<file path="config.mk">
export PLATFORM = sky130hd
export DESIGN_NAME = m_fetch_queue_flat
export DESIGN_NICKNAME = d
export VERILOG_FILES = /design/src/rtl/m_fetch_queue_if.sv /design/src/rtl/m_fetch_queue.sv /design/src/flat_wrapper.sv
export SDC_FILE = /design/constraint.sdc
export NUM_CORES = 1
export LEC_CHECK = 0
export ABC_AREA = 1
export ABC_CLOCK_PERIOD_IN_PS = 3700
export CAP_MARGIN = 10
export CELL_PAD_IN_SITES_DETAIL_PLACEMENT = 1
export CELL_PAD_IN_SITES_GLOBAL_PLACEMENT = 2
export CORE_MARGIN = 1.5
export CORE_UTILIZATION = 32
export CTS_CLUSTER_DIAMETER = 40
export DETAILED_ROUTE_END_ITERATION = 8
export GPL_TIMING_DRIVEN = 0
export HOLD_SLACK_MARGIN = 0.1
export PLACE_DENSITY = 0.72
export SETUP_SLACK_MARGIN = 0.5
export SYNTH_ARGS = -nofsm -noshare
export SYNTH_HDL_FRONTEND = slang
export SYNTH_SLANG_ARGS = --single-unit
export TNS_END_PERCENT = 30
</file>
<file path="constraint.sdc">
create_clock -name w_clk -period 3.7 [get_ports w_clk]
set_input_delay 0.37 -clock w_clk [delete_from_list [all_inputs] [get_ports w_clk]]
set_output_delay 0.37 -clock w_clk [all_outputs]
set_load 0.005 [all_outputs]
</file>
<file path="src/rtl/m_fetch_queue_if.sv">
`default_nettype none
// ============================================================================
// Module   : m_fetch_queue_if
// Function : Handshake, instruction-memory and status bundle for m_fetch_queue.
// Revision : 1.0 - initial release
// ============================================================================
interface m_fetch_queue_if #(
    parameter int DEPTH = 4
) ();
    logic                            w_ce;
    logic                            w_redirect;
    logic [31:0]                     w_redirect_pc;
    logic [11:0]                     w_imem_addr;
    logic [31:0]                     w_imem_rdata;
    logic                            w_valid;
    logic                            w_ready;
    logic [31:0]                     w_pc;
    logic [31:0]                     w_instr;
    logic [$clog2(DEPTH+1)-1:0]      w_count;
    logic                            w_halted;

    // master: the fetch queue itself; slave: the core/memory environment
    modport master (
        input  w_ce, w_redirect, w_redirect_pc, w_imem_rdata, w_ready,
        output w_imem_addr, w_valid, w_pc, w_instr, w_count, w_halted
    );
    modport slave (
        output w_ce, w_redirect, w_redirect_pc, w_imem_rdata, w_ready,
        input  w_imem_addr, w_valid, w_pc, w_instr, w_count, w_halted
    );
endinterface
`default_nettype wire

</file>
<file path="src/rtl/m_fetch_queue.sv">
`default_nettype none
// ============================================================================
// Module   : m_fetch_queue
// Function : Instruction fetch queue with redirect flush and halt detection.
//            Optional macro FETCHQ_BYPASS_EN forwards a fetch straight to the
//            head outputs when the queue is empty.
// Revision : 1.0 - initial release
// ============================================================================
module m_fetch_queue #(
    parameter int          DEPTH      = 4,
    parameter logic [31:0] RESET_PC   = 32'h0,
    parameter logic [31:0] HALT_INSTR = 32'h000f0033
) (
    input  wire logic        w_clk,
    input  wire logic        w_rst,
    m_fetch_queue_if.master  bus
);
    localparam int PTR_W = (DEPTH > 1) ? $clog2(DEPTH) : 1;
    localparam int CNT_W = $clog2(DEPTH + 1);

    logic [31:0]      pc_q;
    logic [PTR_W-1:0] head_q;
    logic [PTR_W-1:0] tail_q;
    logic [CNT_W-1:0] count_q;
    logic [CNT_W-1:0] count_d;
    logic             halted_q;
    logic [31:0]      mem_pc_q    [DEPTH];
    logic [31:0]      mem_instr_q [DEPTH];

    logic w_empty;
    logic w_fetch_ok;
    logic w_bypass;
    logic w_valid_int;
    logic w_pop;
    logic w_push;
    logic w_store;
    logic w_deq;

    assign w_empty    = (count_q == '0);
    assign w_fetch_ok = bus.w_ce & ~bus.w_redirect & ~halted_q;

`ifdef FETCHQ_BYPASS_EN
    assign w_bypass = w_empty & w_fetch_ok;
`else
    assign w_bypass = 1'b0;
`endif

    assign w_valid_int = ~w_empty | w_bypass;
    assign w_pop       = bus.w_ce & w_valid_int & bus.w_ready & ~bus.w_redirect;
    assign w_push      = w_fetch_ok & ((count_q < CNT_W'(DEPTH)) | w_pop);
    // A bypassed fetch that is accepted the same cycle never touches storage
    assign w_store     = w_push & ~(w_bypass & w_pop);
    assign w_deq       = w_pop & ~w_empty;

    always_comb begin
        count_d = count_q;
        case ({w_store, w_deq})
            2'b10:   count_d = count_q + CNT_W'(1);
            2'b01:   count_d = count_q - CNT_W'(1);
            default: count_d = count_q;
        endcase
    end

    always_ff @(posedge w_clk) begin
        if (w_rst) begin
            pc_q     <= RESET_PC;
            head_q   <= '0;
            tail_q   <= '0;
            count_q  <= '0;
            halted_q <= 1'b0;
        end else if (bus.w_ce) begin
            if (bus.w_redirect) begin
                pc_q     <= bus.w_redirect_pc;
                head_q   <= '0;
                tail_q   <= '0;
                count_q  <= '0;
                halted_q <= 1'b0;
            end else begin
                count_q <= count_d;
                if (w_store) tail_q <= tail_q + PTR_W'(1);
                if (w_deq)   head_q <= head_q + PTR_W'(1);
                // The halt word is queued, but pc parks on its address
                if (w_push) begin
                    if (bus.w_imem_rdata == HALT_INSTR) halted_q <= 1'b1;
                    else                                pc_q     <= pc_q + 32'd4;
                end
            end
        end
    end

    always_ff @(posedge w_clk) begin
        if (!w_rst && w_store) begin
            mem_pc_q[tail_q]    <= pc_q;
            mem_instr_q[tail_q] <= bus.w_imem_rdata;
        end
    end

    assign bus.w_imem_addr = pc_q[13:2];
    assign bus.w_valid     = w_valid_int;
    assign bus.w_count     = count_q;
    assign bus.w_halted    = halted_q;
    assign bus.w_pc        = !w_empty ? mem_pc_q[head_q]    : (w_bypass ? pc_q : 32'h0);
    assign bus.w_instr     = !w_empty ? mem_instr_q[head_q] : (w_bypass ? bus.w_imem_rdata : 32'h0);
endmodule
`default_nettype wire

</file>
<file path="src/flat_wrapper.sv">
// flat-port wrapper written by rule: the top's interface ports become plain ports
module m_fetch_queue_flat 
#(
    parameter int          DEPTH      = 4,
    parameter logic [31:0] RESET_PC   = 32'h0,
    parameter logic [31:0] HALT_INSTR = 32'h000f0033
)
  (w_clk, w_rst, bus_w_ce, bus_w_redirect, bus_w_redirect_pc, bus_w_imem_rdata, bus_w_ready, bus_w_imem_addr, bus_w_valid, bus_w_pc, bus_w_instr, bus_w_count, bus_w_halted);
  m_fetch_queue_if #(.DEPTH(DEPTH)) bus_i ();
  input  wire logic w_clk;
  input  wire logic w_rst;
  input wire logic [$bits(bus_i.w_ce)-1:0] bus_w_ce;
  input wire logic [$bits(bus_i.w_redirect)-1:0] bus_w_redirect;
  input wire logic [$bits(bus_i.w_redirect_pc)-1:0] bus_w_redirect_pc;
  input wire logic [$bits(bus_i.w_imem_rdata)-1:0] bus_w_imem_rdata;
  input wire logic [$bits(bus_i.w_ready)-1:0] bus_w_ready;
  output wire logic [$bits(bus_i.w_imem_addr)-1:0] bus_w_imem_addr;
  output wire logic [$bits(bus_i.w_valid)-1:0] bus_w_valid;
  output wire logic [$bits(bus_i.w_pc)-1:0] bus_w_pc;
  output wire logic [$bits(bus_i.w_instr)-1:0] bus_w_instr;
  output wire logic [$bits(bus_i.w_count)-1:0] bus_w_count;
  output wire logic [$bits(bus_i.w_halted)-1:0] bus_w_halted;
  assign bus_i.w_ce = bus_w_ce;
  assign bus_i.w_redirect = bus_w_redirect;
  assign bus_i.w_redirect_pc = bus_w_redirect_pc;
  assign bus_i.w_imem_rdata = bus_w_imem_rdata;
  assign bus_i.w_ready = bus_w_ready;
  assign bus_w_imem_addr = bus_i.w_imem_addr;
  assign bus_w_valid = bus_i.w_valid;
  assign bus_w_pc = bus_i.w_pc;
  assign bus_w_instr = bus_i.w_instr;
  assign bus_w_count = bus_i.w_count;
  assign bus_w_halted = bus_i.w_halted;
  m_fetch_queue #(.DEPTH(DEPTH), .RESET_PC(RESET_PC), .HALT_INSTR(HALT_INSTR)) u_core (.w_clk(w_clk), .w_rst(w_rst), .bus(bus_i));
endmodule
</file>
==> After elaboration in Yosys (flattened, before gate mapping) <==
Memory sizes are Yosys's and may differ from the RTL's. A register that Yosys moved wholly into a read port is not among the register bits.
Index checks and enable logic that the tools add are counted.
{ "classes": {"order_cmp": 1, "muxes": 20, "bitwise": 11, "add_sub_neg": 5, "reduce_logical": 12, "n_eq_ne": 4} }
{ "op_table": {"columns": ["operator", "count"], "rows": [
  ["$mux W32", 5],
  ["$add A32 B3 Y32 const B", 1],
  ["$eq A32 B20 Y1 const B", 1],
  ["$mux W2", 8],
  ["$and A1 B1 Y1", 7],
  ["$pmux W3 S2", 1],
  ["$reduce_and A2 Y1", 3],
  ["$reduce_and A3 Y1", 2],
  ["$reduce_bool A2 Y1", 3],
  ["$mux W1", 5],
  ["$add A2 B1 Y2 const B", 2],
  ["$add A3 B1 Y3 const B", 1],
  ["$logic_not A3 Y1", 1],
  ["$lt A3 B3 Y1 const B", 1],
  ["$mux W3", 1],
  ["$not A1 Y1", 3],
  ["$reduce_bool A3 Y1", 1],
  ["$sub A3 B1 Y3 const B", 1],
  ["$eq A2 B1 Y1 const B", 1],
  ["$eq A2 B2 Y1 const B", 1],
  ["$ne A2 B2 Y1 const B", 1],
  ["$logic_and A1 B1 Y1", 1],
  ["$logic_not A1 Y1", 1],
  ["$or A1 B1 Y1", 1]
]} }
{ "word_totals": {"output_inout_bits": 81, "elab_cells": 60, "in_bits": 69, "n_memories": 2, "mem_bits_rw": 256, "reg_bits": 40} }
{ "mem_list": {"columns": ["name", "words", "word_bits", "rd", "rd_ports_with_merged_regs", "write_ports", "line", "text"], "rows": [
  ["u_core.mem_instr_q", 4, 32, 1, 1, 1, "m_fetch_queue.sv:28", "logic [31:0] mem_instr_q [DEPTH];"],
  ["u_core.mem_pc_q", 4, 32, 1, 1, 1, "m_fetch_queue.sv:27", "logic [31:0] mem_pc_q [DEPTH];"]
]} }

==> Logic depth before layout (Yosys ltp) <==
{ "logic_depth": {"word_depth": 10, "ltp_mapped": 12, "mapped_depth_nobuf": 11} }

==> Worst setup path before layout <==
No wires, ideal clock.
{ "synth_timing": {"kind": "input port to flip-flop", "from": "input port bus_w_redirect", "to": "memory u_core.mem_instr_q[0][0], enable pin", "n_path_buf": 0, "path_slack_ns": -0.367, "t_arrival_ns": 3.580, "t_required_ns": 3.214, "path_stages": 5, "setup_ns": 0.486, "cell_sequence": "inv_2 -> nand3_2 -> a21oi_4 -> nand2_1 -> nor2_1"} }
{ "synth_between": {"elab_chain_len": 7, "word_cells_on_any_way": 9, "classes_between": "mux (2); bitwise (6); reduce/logical (1)"} }
{ "synth_rtl": {"columns": ["item", "line", "text"], "rows": [
  ["from (decl)", "flat_wrapper.sv:13", "input wire logic [$bits(bus_i.w_redirect)-1:0] bus_w_redirect;"],
  ["$not A1 Y1 *", "m_fetch_queue.sv:40, m_fetch_queue.sv:49", null],
  ["$and A1 B1 Y1 (on tied branches)", "m_fetch_queue.sv:40, m_fetch_queue.sv:49", null],
  ["$and A1 B1 Y1 or $or A1 B1 Y1 (tied branches)", "m_fetch_queue.sv:40, m_fetch_queue.sv:50", null],
  ["$and A1 B1 Y1 *", "m_fetch_queue.sv:50", "assign w_push = w_fetch_ok & ((count_q < CNT_W'(DEPTH)) | w_pop);"],
  ["$logic_and A1 B1 Y1 *", "m_fetch_queue.sv:92", "if (!w_rst && w_store) begin"],
  ["$mux W1 *", "m_fetch_queue.sv:92", null],
  ["$mux W1 (implied by the code) *", "m_fetch_queue.sv:94", "mem_instr_q[tail_q] <= bus.w_imem_rdata;"],
  ["to (decl)", "m_fetch_queue.sv:28", null]
]} }
Every way passes the cells marked *; elsewhere a longest branch is shown, timed or not.

==> reports/summary.txt <==
status - finished clean
clk_skew - 0.0172 ns
routed via count - 9865
final setup fails - 0
ys async rst share - 0%
Slew Viols, Final - 0
DR pass1 iterations - 4
CP endpoint kind - output port
clk root buf - clkbuf_16
Wirelength per Cell - 19.2 µm
antenna cells - 0
startpoint types - flop
hold_ws - 0.333 ns
Synth Register Bits - 298
first-pass GRT wire length - 60.9 mm
WS Path Type - reg2out
DRT iter0 DRCs - 471
port bufs - 148
synthesized area - 12900 µm²
H-tree depth - 2
# DRC - 0
GRT Util Overall - 19.4%
area added between synthesis and finish - 31.3%
Pleak - 5.95 nW
ys flop type - edfxtp_1
CTS tree - done
number of enable flip-flop cells after synthesis - 256
Setup Fix Bufs, Post-CTS - 0
DR vias/cell - 4.78
Rows - 73
Tmin final - 3.05 ns
nets@finish - 1573
# IOs - 150
clock tree buffer depth - 3
CTS buffer count - 50
worst-skew pair later-pin latency - 0.58 ns
total grt overflow - 0
pre-CTS setup slack - 0.319 ns
worst path required time - 3.33 ns
die area - 41600 µm²
Clk pin slew, worst setup/hold paths - 0.05 ns
vias in the first global route - 10276
Worst Max-Slew Pin Slew - 0.763 ns
RSZ-0062 raised after global routing - true
relative slew slack - 49.0%
synth unique cells - 34
layout cells sized above 1 - 11.0%
CP max FO - 10
Die Span X - 204 µm
initial antenna violation count - 0
Seq/Total Area, Yosys - 66.0%
CP arrival - 2.68 ns
Max VDD drop - 0.000309 V
setup slack after layout - 0.650 ns
clock sinks - 298
endpoints failing hold - 0
Synth warnings - 0
Final period util - 82.4%
largest net degree at the start of global routing - 27
Power per Cell Area - 536 nW/µm²
WL final - 39.5 mm
post-DP HPWL - 26.5 mm
die height - 204 µm
core box area - 39800 µm²
syn avg cell area - 10.0 µm²
class of the worst hold path - in2reg
Max Cap Viol - 0
Max Freq - 328 MHz
post-route ant nets - 0
starting density of the core - 32.4%
Synth Instances - 1289
Mapped Nets - 1364
final weighted congestion in routability-driven placement - 0.813
layout by cell type (no fill, tap or decap), types with 6 or more instances in the layout:
cell type,count
nor2_1,351
edfxtp_1,256
o21ai_0,157
nand2_1,154
clkdlybuf4s50_1,148
a21oi_1,91
inv_1,57
clkbuf_16,50
nand3_1,48
dfxtp_1,42
clkbuf_1,25
buf_2,20
buf_4,16
clkinv_2,15
or2_2,13
clkbuf_2,10
buf_1,7
inv_6,7
buf_12,6
final timing paths:
kind,start,endpoint,slack (ns),cells past startpoint
setup / recovery,flop,bus_w_instr[30],0.65,6
hold / removal,w_rst,u_core.bus.w_count[2],0.33,2
setup reg to reg,u_core.bus.w_halted,u_core.mem_instr_q[0][1],1.12,8
hold reg to reg,u_core.head_q[1],u_core.head_q[1],0.50,2
through the flow:
stage | instances | util, % | area (µm²) | setup TNS (ns) | power [mW]
3_3_place_gp | 1962 | 37.8 | 15100 | -910.89 | 4.63
4_1_cts | 2064 | 42.6 | 17000 | 0 | 9.23
5_1_grt | 2064 | 42.6 | 17000 | 0 | 9.43
3_5_place_dp | 1971 | 38.4 | 15300 | 0 | 4.65
2_1_floorplan | 1289 | - | 12900 | -93.88 | 4.19
6_report | 2064 | 42.6 | 17000 | 0 | 9.10
power by group:
| part | switching (mW) | internal (mW) | total, mW |
|---|---|---|---|
| Sequential | 0.0869 | 3.72 | 3.81 |
| Combinational | 0.427 | 0.338 | 0.764 |
| Clock | 1.67 | 2.85 | 4.52 |
| Total | 2.19 | 6.91 | 9.10 |
critical path, cell delays in order, from the launching register on:
cell,delay [ns]
dfxtp_1,0.32
inv_2,0.05
clkbuf_2,0.27
clkbuf_1,0.44
o21ai_0,0.19
a21oi_1,0.26
clkdlybuf4s50_1,0.56
per-layer routing:
metal  track usage, %  wire length (µm)  share of wire (%)  vias to the layer above
met5                0                 0                  0                        -
met3             2.87              1610                4.1                       64
met1             25.9             17900                 45                     4774
met2             32.6             19200                 49                      208
met4             5.66               799                2.0                        0
li1                 -                 -                  -                     4819
layout make-up:
cell class,count,area (µm²)
inverters,61,229
flip-flops and latches,298,8530
clock buffers,53,1260
fillers,4444,22900
well taps,525,657
repair buffers,157,1680
multi-input cells,854,3820
plain buffers,76,390
clock inverters,40,388
Yosys cell counts (2+ instances only):
cell / count / area share, %
nor2_1: 355 / 10
edfxtp_1: 256 / 60
o21ai_0: 157 / 6.1
nand2_1: 154 / 4.5
a21oi_1: 91 / 3.5
inv_1: 57 / 1.7
nand3_1: 48 / 1.9
dfxtp_1: 42 / 6.5
clkbuf_1: 31 / 0.90
buf_4: 16 / 0.93
buf_1: 14 / 0.41
buf_2: 14 / 0.54
or2_2: 13 / 0.63
ha_1: 5 / 0.48
xor2_1: 5 / 0.34
inv_2: 4 / 0.12
nand4_1: 4 / 0.19
o21ai_1: 3 / 0.12
xnor2_1: 3 / 0.20
a31oi_1: 2 / 0.097
nor3_1: 2 / 0.077
repair_timing:
item,in CTS,in global routing
pin swaps,0,0
resized for setup,12,7
setup endpoints to repair,64,46
hold buffers,0,0
flip-flops by register name, summed over array words and instances, names as in the netlist, named ones only:
| signal | cells |
|---|---|
| u_core.mem_instr_q | 128 |
| u_core.mem_pc_q | 128 |
| u_core.pc_q | 32 |
| u_core.bus.w_count | 3 |
| u_core.head_q | 2 |
| u_core.tail_q | 2 |
| u_core.bus.w_halted | 1 |
kinds of logic (layout without fill, tap and decap cells):
| logic type | count (synthesis) | in the layout | synth area share, % |
|---|---|---|---|
| and+or+nand+nor | 582 | 582 | 18.0 |
| AOI/OAI and AO/OA | 258 | 258 | 10.2 |
| DFF | 298 | 298 | 66.0 |
| adders and majority gates | 6 | 6 | 0.639 |
| buffers and inverters | 137 | 387 | 4.64 |
| xor gates and xnor gates | 8 | 8 | 0.542 |
Note: power is estimated with default switching activity, not from simulation.
